<file path="src/rtl/ext_pipe_pkg.sv">
// ext_pkg: shared mode encoding, occupancy states and width check for ext_pipe
package ext_pkg;
  typedef enum logic [2:0] {
    M_LW, M_LB, M_LBU, M_LH, M_LHU, M_SEXT16, M_ZEXT16, M_LUI
  } ext_mode_t;
  typedef enum logic [1:0] {S_EMPTY, S_ONE, S_TWO} occ_t;
  function automatic bit data_w_ok(input int w);
    return w == 32 || w == 64;
  endfunction
endpackage

</file>
<file path="src/rtl/ext_pipe_if.sv">
// ext_pipe_if: input beat and output result handshake bundle for ext_pipe
interface ext_pipe_if import ext_pkg::*; #(
  parameter int DATA_W = 32,
  parameter int OFF_W  = $clog2(DATA_W/8)
);
  logic              in_valid;
  logic              in_ready;
  logic [DATA_W-1:0] in_data;
  logic [OFF_W-1:0]  in_off;
  ext_mode_t         in_mode;
  logic              out_valid;
  logic              out_ready;
  logic [DATA_W-1:0] out_data;
  logic              out_misalign;
  modport master (
    output in_valid, in_data, in_off, in_mode, out_ready,
    input  in_ready, out_valid, out_data, out_misalign
  );
  modport slave (
    input  in_valid, in_data, in_off, in_mode, out_ready,
    output in_ready, out_valid, out_data, out_misalign
  );
endinterface

</file>
<file path="src/rtl/ext_pipe_lane_sel.sv">
// ext_lane_sel: combinational lane select, sign/zero extend and misalign detect
module ext_lane_sel import ext_pkg::*; #(
  parameter int DATA_W = 32,
  parameter int OFF_W  = $clog2(DATA_W/8)
) (
  input  logic [DATA_W-1:0] i_data,
  input  logic [OFF_W-1:0]  i_off,
  input  ext_mode_t         i_mode,
  output logic [DATA_W-1:0] o_data,
  output logic              o_misalign
);
  logic [DATA_W-1:0] w_sh, w_lw, w_lb, w_lbu, w_lh, w_lhu, w_sx, w_zx, w_lui, w_ext;
  logic [7:0]  w_b;
  logic [15:0] w_h, w_i;
  logic [31:0] w_w;
  // shifting the beat down puts the addressed byte at bit 0
  assign w_sh  = i_data >> {i_off, 3'b000};
  assign w_b   = w_sh[7:0];
  assign w_h   = w_sh[15:0];
  assign w_w   = w_sh[31:0];
  assign w_i   = i_data[15:0];
  assign w_lw  = DATA_W'($signed(w_w));
  assign w_lb  = DATA_W'($signed(w_b));
  assign w_lbu = DATA_W'(w_b);
  assign w_lh  = DATA_W'($signed(w_h));
  assign w_lhu = DATA_W'(w_h);
  assign w_sx  = DATA_W'($signed(w_i));
  assign w_zx  = DATA_W'(w_i);
  assign w_lui = DATA_W'($signed({w_i, 16'h0000}));
  always_comb begin
    w_ext = i_mode == M_LW     ? w_lw  :
            i_mode == M_LB     ? w_lb  :
            i_mode == M_LBU    ? w_lbu :
            i_mode == M_LH     ? w_lh  :
            i_mode == M_LHU    ? w_lhu :
            i_mode == M_SEXT16 ? w_sx  :
            i_mode == M_ZEXT16 ? w_zx  : w_lui;
    o_misalign = ((i_mode == M_LH || i_mode == M_LHU) && i_off[0]) ||
                 (i_mode == M_LW && i_off[1:0] != 2'b00);
    o_data = o_misalign ? '0 : w_ext;
  end
endmodule

</file>
<file path="src/rtl/ext_pipe.sv">
// ext_pipe: registered load/immediate extender with a two-entry skid buffer
module ext_pipe import ext_pkg::*; #(
  parameter int DATA_W = 32,
  parameter int OFF_W  = $clog2(DATA_W/8)
) (
  input  logic       clk,
  input  logic       rst,
  ext_pipe_if.slave  io_bus
);
  if (!data_w_ok(DATA_W)) begin : g_bad_w
    $error("ext_pipe: DATA_W must be 32 or 64");
  end
  occ_t              r_state, w_next;
  logic              r_in_ready, r_m_mis, r_s_mis, w_mis, w_acc, w_drn, w_out_valid;
  logic [DATA_W-1:0] r_m_data, r_s_data, w_data;
  ext_lane_sel #(.DATA_W(DATA_W), .OFF_W(OFF_W)) u_sel (
    .i_data    (io_bus.in_data),
    .i_off     (io_bus.in_off),
    .i_mode    (io_bus.in_mode),
    .o_data    (w_data),
    .o_misalign(w_mis)
  );
  assign w_out_valid = r_state != S_EMPTY;
  assign w_acc       = io_bus.in_valid & r_in_ready;
  assign w_drn       = w_out_valid & io_bus.out_ready;
  always_ff @(posedge clk or posedge rst) begin
    if (rst) begin
      r_state    <= S_EMPTY;
      r_in_ready <= 1'b1;
    end else begin
      r_state    <= w_next;
      r_in_ready <= w_next != S_TWO;
    end
  end
  always_comb begin
    w_next = r_state == S_EMPTY ? (w_acc ? S_ONE : S_EMPTY) :
             r_state == S_ONE   ? ((w_acc && !w_drn) ? S_TWO :
                                   (!w_acc && w_drn) ? S_EMPTY : S_ONE) :
                                  (w_drn ? S_ONE : S_TWO);
  end
  // an accept with the main entry busy and not draining can only happen in ONE
  always_ff @(posedge clk or posedge rst) begin
    if (rst) begin
      r_m_data <= '0;
      r_m_mis  <= 1'b0;
      r_s_data <= '0;
      r_s_mis  <= 1'b0;
    end else begin
      if (w_acc && (r_state == S_EMPTY || w_drn)) begin
        r_m_data <= w_data;
        r_m_mis  <= w_mis;
      end else if (w_drn && r_state == S_TWO) begin
        r_m_data <= r_s_data;
        r_m_mis  <= r_s_mis;
      end
      if (w_acc && r_state == S_ONE && !w_drn) begin
        r_s_data <= w_data;
        r_s_mis  <= w_mis;
      end
    end
  end
  always_comb begin
    io_bus.in_ready     = r_in_ready;
    io_bus.out_valid    = w_out_valid;
    io_bus.out_data     = r_m_data;
    io_bus.out_misalign = r_m_mis;
  end
endmodule

</file>
<file path="src/flat_wrapper.sv">
// flat-port wrapper written by rule: the top's interface ports become plain ports
module ext_pipe_flat import ext_pkg::*;
#(
  parameter int DATA_W = 32,
  parameter int OFF_W  = $clog2(DATA_W/8)
)
  (clk, rst, io_bus_in_valid, io_bus_in_data, io_bus_in_off, io_bus_in_mode, io_bus_out_ready, io_bus_in_ready, io_bus_out_valid, io_bus_out_data, io_bus_out_misalign);
  ext_pipe_if #(.DATA_W(DATA_W), .OFF_W(OFF_W)) io_bus_i ();
  input  logic clk;
  input  logic rst;
  input wire logic [$bits(io_bus_i.in_valid)-1:0] io_bus_in_valid;
  input wire logic [$bits(io_bus_i.in_data)-1:0] io_bus_in_data;
  input wire logic [$bits(io_bus_i.in_off)-1:0] io_bus_in_off;
  input wire logic [$bits(io_bus_i.in_mode)-1:0] io_bus_in_mode;
  input wire logic [$bits(io_bus_i.out_ready)-1:0] io_bus_out_ready;
  output wire logic [$bits(io_bus_i.in_ready)-1:0] io_bus_in_ready;
  output wire logic [$bits(io_bus_i.out_valid)-1:0] io_bus_out_valid;
  output wire logic [$bits(io_bus_i.out_data)-1:0] io_bus_out_data;
  output wire logic [$bits(io_bus_i.out_misalign)-1:0] io_bus_out_misalign;
  assign io_bus_i.in_valid = io_bus_in_valid;
  assign io_bus_i.in_data = io_bus_in_data;
  assign io_bus_i.in_off = io_bus_in_off;
  assign io_bus_i.in_mode = io_bus_in_mode;
  assign io_bus_i.out_ready = io_bus_out_ready;
  assign io_bus_in_ready = io_bus_i.in_ready;
  assign io_bus_out_valid = io_bus_i.out_valid;
  assign io_bus_out_data = io_bus_i.out_data;
  assign io_bus_out_misalign = io_bus_i.out_misalign;
  ext_pipe #(.DATA_W(DATA_W), .OFF_W(OFF_W)) u_core (.clk(clk), .rst(rst), .io_bus(io_bus_i));
endmodule
</file>
<file path="config.mk">
export PLATFORM = sky130hd
export DESIGN_NAME = ext_pipe_flat
export DESIGN_NICKNAME = d
export VERILOG_FILES = /design/src/rtl/ext_pipe_pkg.sv /design/src/rtl/ext_pipe_if.sv /design/src/rtl/ext_pipe_lane_sel.sv /design/src/rtl/ext_pipe.sv /design/src/flat_wrapper.sv
export SDC_FILE = /design/constraint.sdc
export NUM_CORES = 1
export LEC_CHECK = 0
export BUFFER_PORTS_ARGS = -buffer_cell sky130_fd_sc_hd__buf_2
export CAP_MARGIN = 25
export CORE_MARGIN = 5
export CORE_UTILIZATION = 38
export CTS_CLUSTER_DIAMETER = 120
export CTS_CLUSTER_SIZE = 40
export DETAILED_ROUTE_END_ITERATION = 16
export GPL_ROUTABILITY_DRIVEN = 0
export PLACE_DENSITY = 0.69
export SLEW_MARGIN = 20
export SYNTH_ARGS = -nofsm -noshare
export SYNTH_HDL_FRONTEND = slang
export SYNTH_SLANG_ARGS = --single-unit
</file>
<file path="constraint.sdc">
create_clock -name clk -period 3.05 [get_ports clk]
set_input_delay 0.4575 -clock clk [delete_from_list [all_inputs] [get_ports clk]]
set_output_delay 0.4575 -clock clk [all_outputs]
set_load 0.02 [all_outputs]
</file>
After elaboration in Yosys (flattened, before gate mapping)
Cells that the tools add are included.
{ "word_totals": {"ff_bits": 69, "in_bits": 41, "elab_cells": 54} }
{ "classes": {"n_eq_ne": 9, "shifts": 1, "muxes": 18, "bitwise": 2, "n_reduce_logical": 18} }
{ "ops": {"columns": ["op", "n"], "rows": [
  ["32-bit 2-to-1 mux", 10],
  ["32-bit by 5-bit right shift with 32-bit output", 1],
  ["3-bit == test (second input constant)", 3],
  ["1-bit logical AND", 8],
  ["2-bit 2-to-1 mux", 4],
  ["3-bit by 2-bit == test with 1-bit output (second input constant)", 2],
  ["2-bit nonzero test", 3],
  ["1-bit 2-to-1 mux", 4],
  ["3-bit by 1-bit == test with 1-bit output (second input constant)", 1],
  ["3-bit zero test", 1],
  ["1-bit logical OR", 3],
  ["1-bit AND", 2],
  ["2-bit by 1-bit == test with 1-bit output (second input constant)", 1],
  ["2-bit == test (second input constant)", 1],
  ["1-bit zero test", 2],
  ["2-bit zero test", 1],
  ["2-bit inequality test (second input constant)", 1]
]} }

Logic depth before layout (Yosys ltp)
Gate-level depths: netlist of the first run.
{ "logic_depth": {"word_depth": 10, "depth_mapped": 8, "ltp_nobuf": 8} }

By module
From an unflattened synthesis of the first run, not the netlist that was laid out.
{ "unflattened": {"cells_unflattened": 418, "hier_area_um2": 4707.0} }
{ "by_module_without_submodules": {"columns": ["module", "instances", "cells_per_inst", "area_each_um2", "seq_area_each_um2"], "rows": [
  ["ext_pipe", 1, 195, 3311.9, 1727.9],
  ["ext_lane_sel", 1, 223, 1395.1, 0.0]
]} }

Least setup slack after synthesis of the first run
Ideal clock, no wire load.
{ "synth_path": {"kind": "input -> register", "startpoint": "in io_bus_in_off[0]", "endpoint": "reg u_core.r_s_data[24]", "setup_ns": 0.123, "arrival_ns": 1.657, "required_time_ns": 2.927, "slack_ns": 1.271, "cell_stages": 6, "n_path_buf": 1, "cell_sequence": "buf_6 -> mux2_4 -> mux2i_4 -> nor3_4 -> a211o_1 -> o221a_2"} }
{ "synth_between": {"elab_chain_len": 6, "word_cells_on_any_way": 10, "cone_classes": "1 x shift; 5 x mux; 4 x reduce/logical"} }
{ "synth_rtl": {"columns": ["element", "line", "rtl"], "rows": [
  ["from (decl)", "flat_wrapper.sv:13", "input wire logic [$bits(io_bus_i.in_off)-1:0] io_bus_in_off;"],
  ["32-bit by 5-bit right shift with 32-bit output", "ext_pipe_lane_sel.sv:17", "assign w_sh = i_data >> {i_off, 3'b000};"],
  ["32-bit 2-to-1 mux", "ext_pipe_lane_sel.sv:34", "i_mode == M_LH ? w_lh :"],
  ["32-bit 2-to-1 mux", "ext_pipe_lane_sel.sv:33", "i_mode == M_LBU ? w_lbu :"],
  ["32-bit 2-to-1 mux", "ext_pipe_lane_sel.sv:32", "i_mode == M_LB ? w_lb :"],
  ["32-bit 2-to-1 mux", "ext_pipe_lane_sel.sv:31", "w_ext = i_mode == M_LW ? w_lw :"],
  ["32-bit 2-to-1 mux *", "ext_pipe_lane_sel.sv:40", "o_data = o_misalign ? '0 : w_ext;"],
  ["to (signal assigned)", "ext_pipe.sv:57", "r_s_data <= w_data;"],
  ["to (decl)", "ext_pipe.sv:15", "logic [DATA_W-1:0] r_m_data, r_s_data, w_data;"]
]} }
Every way passes the cells marked *; elsewhere a longest branch is shown, timed or not.
A chain may end at the register's enable or synchronous reset.

Final worst setup path of the first run
{ "layout_path": {"startpoint": "in io_bus_in_off[1]", "endpoint": "reg u_core.r_m_data[23] (netlist: u_core.io_bus.out_data[23])"} }
{ "layout_between": {"elab_chain_len": 7, "word_cells_on_any_way": 10, "cone_classes": "1 x shift; 6 x mux; 3 x reduce/logical"} }
{ "layout_rtl": {"columns": ["element", "line", "rtl"], "rows": [
  ["32-bit by 5-bit right shift with 32-bit output", "ext_pipe_lane_sel.sv:17", null],
  ["32-bit 2-to-1 mux", "ext_pipe_lane_sel.sv:34", null],
  ["32-bit 2-to-1 mux", "ext_pipe_lane_sel.sv:33", null],
  ["32-bit 2-to-1 mux", "ext_pipe_lane_sel.sv:32", null],
  ["32-bit 2-to-1 mux", "ext_pipe_lane_sel.sv:31", null],
  ["32-bit 2-to-1 mux *", "ext_pipe_lane_sel.sv:40", null],
  ["32-bit 2-to-1 mux *", "ext_pipe.sv:49", "if (w_acc && (r_state == S_EMPTY || w_drn)) begin"],
  ["to (signal assigned)", "ext_pipe.sv:50", "r_m_data <= w_data;"],
  ["to (signal assigned)", "ext_pipe.sv:53", "r_m_data <= r_s_data;"],
  ["to (decl)", "ext_pipe.sv:15", null]
]} }
Marks and branches as above.

==> impl_metrics.py, run 1 <==
metrics = {
    "outcome": {
        "outcome": "completed",
    },
    "sta": {
        "rsz0062_at_grt": "false",
        "drv_slew": 0,
        "worst_pin_slew_ns": 0.816,
        "finalSetupViolCount": 0,
        "fin_crit_sh_pct": 73.8,
        "fin_skew_ns": 0.00396,
        "hold_viol": 0,
        "timing.fmax_mhz": 444,
        "slew_headroom_pct": 45.4,
        "finalSetupTns_ns": 0,
        "period_minus_slack_ns": 2.25,
    },
    "final_layout": {
        "syn_to_final_growth_pct": 15.3,
        "n_antenna_cell": 0,
        "nets": 576,
        "drive_above_1_share_pct": 25.3,
        "final_cells": 680,
        "layout_commonest_cell": "buf_2",
        "layout_common_cells": "buf_2 (75), nand2_1 (71), dfrtp_1 (68), nor2_1 (44), o21ai_0 (31)",
        "final_cell_area_mm2": 0.00512,
        "fin_util_pct": 44.8,
        "nFillCells": 1115,
    },
    "logic_synthesis": {
        "synth_area_leader_cell": "dfrtp_1",
        "avgSynthCellArea_um2": 9.25,
        "async_flop_share_pct": 100,
        "yosysUniqueCellTypes": 63,
        "ys_seq_area_share_pct": 38.9,
        "synthCells": 480,
        "syn-num-nets": 522,
        "syn_area_mm2": 0.00444,
        "ys_seq_elements": 69,
        "dominantRegCellSynth": "dfrtp_1",
        "synth-edff-count": 0,
        "synth_warnings": 0,
        "synth_top_cell_area_share_pct": 38.3,
        "synthTopCellsByArea": "dfrtp_1 (38%), mux2i_1 (6.5%), nand2_1 (6.0%), mux4_2 (4.1%), nor2_1 (3.7%)",
    },
    "pwr": {
        "seqPwrFrac_pct": 37.1,
        "irDropWorstVdd_v": 0.000454,
        "switching_share_pct": 38.5,
        "p_switching_mw": 1.66,
        "clkPwrFrac_pct": 22.1,
        "p_int_mw": 2.65,
        "leakage_nw": 2.42,
        "power.density_mw_per_mm2": 842,
        "power_frac_comb_pct": 40.8,
    },
    "die": {
        "die_y_um": 118,
        "ios": 76,
        "rows": 39,
        "die-area_mm2": 0.0139,
        "coreArea_mm2": 0.0114,
        "start_util_pct": 38.9,
        "die_w_um": 118,
    },
    "clock_tree": {
        "clock-sinks": 69,
        "cts_max_level": 3,
        "numCtsBuffers": 9,
        "cts_root_buf": "clkbuf_16",
        "cts_tree": "yes",
        "cts_resized": 0,
        "clk_pin_slew_worst_paths_ns": 0.05,
        "cts_setup_buffers": 0,
        "clock_latency_ns": 0.33,
        "cts.path.max_buffers": 2,
        "holdBufCountCts": 0,
    },
    "job": {
        "max_cap_violations": 0,
    },
    "detailed_routing": {
        "vias": 4088,
        "post_drt_wl_per_cell_um": 19.1,
        "wl_um": 13000,
        "ant_nets": 0,
        "drt_iter0_markers": 503,
        "vias_per_cell": 6.01,
        "remaining_drc_errors": 0,
        "dr.pass1.iters": 5,
    },
    "global_route": {
        "grt.overflow.total": 0,
        "grtUsageTotal_pct": 18.7,
        "antenna_found_initial": 0,
        "grt_pass1_vias": 4037,
        "grt_max_degree": 38,
        "grt_pass1_wl_um": 21300,
    },
    "worst_setup_path": {
        "worstSetupPathType": "in -> reg",
        "arrival_ns": 2.45,
        "cp_max_fo": 28,
        "required_ns": 3.25,
        "reg2regPathDepth": 6,
        "end_kind": "flip-flop",
        "crit_path_start_kind": "input port",
    },
    "place": {
        "post-dp-hpwl_um": 9200,
        "placed_cell_area_mm2": 0.00484,
        "place_inst": 666,
        "io_buffers": 75,
    },
    "hold_path": {
        "hold_class": "in -> async",
    },
}
-- power by group through the flow --
stage | Sequential (mW) | Clock [mW] | Combinational [mW]
after floorplan | 1.82 | 0 | 0.999
after global placement | 1.59 | 0 | 1.71
after detailed placement | 1.61 | 0 | 1.75
after CTS | 1.60 | 0.968 | 1.76
after global routing | 1.65 | 1.02 | 1.94
final | 1.60 | 0.953 | 1.76
-- final timing paths --
check,start,to,slack [ns]
worst max-delay path,io_bus_in_off[1],u_core.io_bus.out_data[23],0.80
worst min-delay path,rst,u_core.r_s_data[6],0.24
worst max register to register,u_core.io_bus.in_ready,u_core.r_s_data[24],1.18
worst min register to register,u_core.r_s_data[1],u_core.r_s_data[1],0.48
max in group asynchronous,rst,u_core.io_bus.in_ready,2.09
min in group clk,u_core.r_s_data[1],u_core.r_s_data[1],0.48
-- worst max-delay path, stage by stage --
cell,delay [ns]
buf_2,0.51
nor4b_1,0.62
a211oi_4,0.22
and2_1,0.25
a32oi_1,0.24
o21ai_0,0.14
-- area by class of cell --
| cell class | count | area (um^2) | area share, % |
|---|---|---|---|
| Clock inverter | 2 | 10.0 | 0.196 |
| Multi-Input combinational cell | 368 | 2490 | 48.6 |
| Sequential cell | 69 | 1730 | 33.8 |
| Clock buffer | 12 | 256 | 5.01 |
| Tap cell | 143 | 179 | 3.50 |
| Timing Repair Buffer | 82 | 440 | 8.60 |
| Inverter | 4 | 15.0 | 0.293 |
-- stage by stage --
| step | hold WS [ns] | power (mW) | setup slack [ns] |
|---|---|---|---|
| final | 0.243 | 4.31 | 0.800 |
| after detailed placement | 0.469 | 3.36 | 0.269 |
| after CTS | 0.264 | 4.33 | 0.631 |
| after global placement | 0.457 | 3.30 | 0.351 |
| after global routing | 0.307 | 4.61 | 0.638 |
| after floorplan | 0.446 | 2.82 | 0.854 |
-- per-layer routing --
metal  vias to the layer above  global-route usage (%)  part of all wire [%]
met5                         -                       0                     0
met4                         0                    7.31                   2.1
met3                        21                    4.57                   7.2
met2                       201                    28.0                    46
met1                      1984                    26.1                    45
li1                       1882                       -                     -
-- registers in the layout, indices dropped and copies added, names as in the netlist --
name                        flops
u_core.io_bus.out_data         32
u_core.r_s_data                32
u_core.r_state                  2
u_core.io_bus.in_ready          1
u_core.io_bus.out_misalign      1
u_core.r_s_mis                  1
-- synthesized netlist by cell type, types with 9 or more instances --
cell type  number
a21oi_1        26
a31oi_1        14
buf_2           9
clkbuf_1       18
dfrtp_1        68
mux2_2         14
mux2i_1        29
nand2_1        71
nand3_1        10
nor2_1         44
o21ai_0        31
o22ai_1         9
-- logic make-up after synthesis --
group	after synthesis	synth area share, %
muxes	53	15.0
AOI/OAI and AO/OA	156	24.3
buffers and inverters	43	5.24
xor gates and xnor gates	1	0.197
DFF	69	38.9
adders and majority gates	1	0.282
and+or+nand+nor	157	16.0
No activity file was read; power rests on OpenSTA's default activity.
==> inputs of run 2 (changes only) <==
==> constraint.sdc (replaced) <==
create_clock -name clk -period 2.3 [get_ports clk]
set_input_delay 0.345 -clock clk [delete_from_list [all_inputs] [get_ports clk]]
set_output_delay 0.345 -clock clk [all_outputs]
set_load 0.02 [all_outputs]
==> run 2 against run 1 <==
  * Count of clock-buffer cells in the layout unchanged
  * Via count decreased by 0.59%
  * Non-clock buffer count increased by 13
  * Setup slack got worse by 0.36 ns
  * Total power increased by 33%
  * Largest cell class unchanged
  * First-iteration DRC count decreased by 11%
  * Clock power increased by 32%
  * Clock skew increased by 0.0063 ns
  * Flip-flop and latch count unchanged
==> impl_metrics.py, run 2 (synthesis results as in run 1) <==
metrics = {
    "worst_setup_path": {
        "reg2regPathDepth": 8,
        "setup.worst_path.end": "u_core.r_s_data[11]",
        "cp_max_fo": 14,
        "reg2reg_to": "u_core.io_bus.in_ready",
        "cp_slowest_stage_delay_ns": 0.43,
        "cp.depth": 7,
        "cp_cell_sequence": "buf_2 > buf_4 > nor2b_1 > a22oi_2 > o211ai_2 > a22o_1 > o21ai_1",
        "critPathTopFamily": "compound AO/OA/AOI/OAI gates",
        "critPathBufInv": 2,
        "end_kind": "flip-flop",
        "r2r_start": "u_core.r_state[1]",
        "required_ns": 2.54,
        "startpoint": "io_bus_in_off[1]",
        "regToRegSetupSlack_ns": 0.56,
        "crit_path_start_kind": "input port",
        "arrival_ns": 2.10,
        "worstSetupPathType": "in -> reg",
        "crit_path_top_delay_cell": "a22oi_2",
    },
    "sta": {
        "drv_slew": 0,
        "holdWs_ns": 0.0439,
        "slew_headroom_pct": 49.6,
        "timing.fmax_mhz": 539,
        "period_minus_slack_ns": 1.86,
        "fin_crit_sh_pct": 80.7,
        "rsz0062_at_grt": "false",
        "finalSetupViolCount": 0,
        "fin_skew_ns": 0.0103,
        "hold_viol": 0,
        "finalSetupTns_ns": 0,
        "worst_pin_slew_ns": 0.754,
    },
    "pwr": {
        "power_mw": 5.73,
        "power.density_mw_per_mm2": 1100,
        "irDropWorstVdd_v": 0.000660,
        "leakage_nw": 2.49,
    },
    "clock_tree": {
        "cts_tree": "yes",
        "clock-sinks": 69,
        "cts_max_level": 3,
        "clk_pin_slew_worst_paths_ns": 0.05,
        "numCtsBuffers": 9,
        "holdBufCountCts": 0,
        "cts_resized": 0,
        "cts_setup_buffers": 0,
        "cts.path.max_buffers": 2,
        "cts_root_buf": "clkbuf_16",
        "clock_latency_ns": 0.33,
    },
    "place": {
        "place_inst": 679,
        "placed_cell_area_mm2": 0.00495,
        "post-dp-hpwl_um": 9460,
        "io_buffers": 75,
    },
    "global_route": {
        "grt_max_degree": 48,
        "grt_pass1_vias": 4038,
        "antenna_found_initial": 0,
        "grt.overflow.total": 0,
        "grtUsageTotal_pct": 18.5,
        "grt_pass1_wl_um": 21200,
    },
    "die": {
        "coreArea_mm2": 0.0114,
        "die_y_um": 118,
        "rows": 39,
        "die_w_um": 118,
        "start_util_pct": 38.9,
        "die-area_mm2": 0.0139,
        "ios": 76,
    },
    "final_layout": {
        "area.sequential_mm2": 0.00173,
        "nets": 589,
        "layout_common_cells": "buf_2 (75), nand2_1 (71), dfrtp_1 (68), nor2_1 (44), o21ai_0 (31)",
        "layout_commonest_cell": "buf_2",
        "syn_to_final_growth_pct": 17.6,
        "drive_above_1_share_pct": 27.1,
        "nFillCells": 1113,
        "final_cells": 693,
        "n_antenna_cell": 0,
        "multi_input_area_mm2": 0.00248,
        "final_cell_area_mm2": 0.00522,
    },
    "detailed_routing": {
        "dr.pass1.iters": 5,
        "drt_iter0_markers": 447,
        "ant_nets": 0,
        "vias_per_cell": 5.86,
        "post_drt_wl_per_cell_um": 18.5,
        "wl_um": 12800,
        "remaining_drc_errors": 0,
        "vias": 4064,
    },
    "hold_path": {
        "hold_class": "in -> async",
    },
    "outcome": {
        "outcome": "completed",
    },
    "job": {
        "max_cap_violations": 0,
    },
}
## run 2: cell count changes in the layout (fill, tap and decap cells not counted)
cell,change
buf_4,+12
buf_12,+1
a211oi_2,+1
a211oi_4,-1
## run 2: metrics by stage
step           utilization (%)  worst slack (ns)
2_1_floorplan                -             0.217
3_3_place_gp              43.4             0.236
3_5_place_dp              43.4             0.173
4_1_cts                   45.7             0.504
5_1_grt                   45.7             0.353
6_report                  45.7             0.443
## run 2: area by class of cell
| class | instances | area share, % |
|---|---|---|
| clock inverters | 2 | 0.192 |
| well taps | 143 | 3.43 |
| multi-input cells | 368 | 47.5 |
| repair buffers | 95 | 10.5 |
| inverters | 4 | 0.288 |
| clock buffers | 12 | 4.91 |
| flip-flops and latches | 69 | 33.1 |
## run 2: how the worst min path moves through the flow
| stage | startpoint | end | slack, ns | cells after the start |
|---|---|---|---|---|
| after floorplan | u_core.r_s_data[0] | u_core.r_s_data[0] | 0.45 | 2 |
| after global placement | rst | u_core.r_s_data[20] | 0.40 | 2 |
| after detailed placement | rst | u_core.io_bus.out_data[20] | 0.40 | 2 |
| after CTS | rst | u_core.io_bus.out_data[30] | 0.06 | 2 |
| after global routing | rst | u_core.r_s_data[30] | 0.1 | 2 |
| final | rst | u_core.r_s_data[30] | 0.04 | 2 |
## run 2: per-layer routing
layer	wire (um)	global-route usage, %	vias up
li1	-	-	1908
met1	5720	25.6	1925
met2	5800	27.5	200
met3	943	4.81	31
met4	380	7.31	0
met5	0	0	-
## run 2: power by group
group	switching, mW	internal, mW	total [mW]
clock	0.491	0.773	1.26
combinational	1.38	0.974	2.36
sequential	0.318	1.79	2.11
## run 2: worst register-to-register path, cell delays in order (launching register included)
cell and delay (ns):
dfrtp_1 0.44, nor2_1 0.23, inv_1 0.09, nand2_1 0.08, ha_1 0.22, nand2_1 0.06
o21ai_0 0.07, o21a_1 0.19, or2_2 0.29
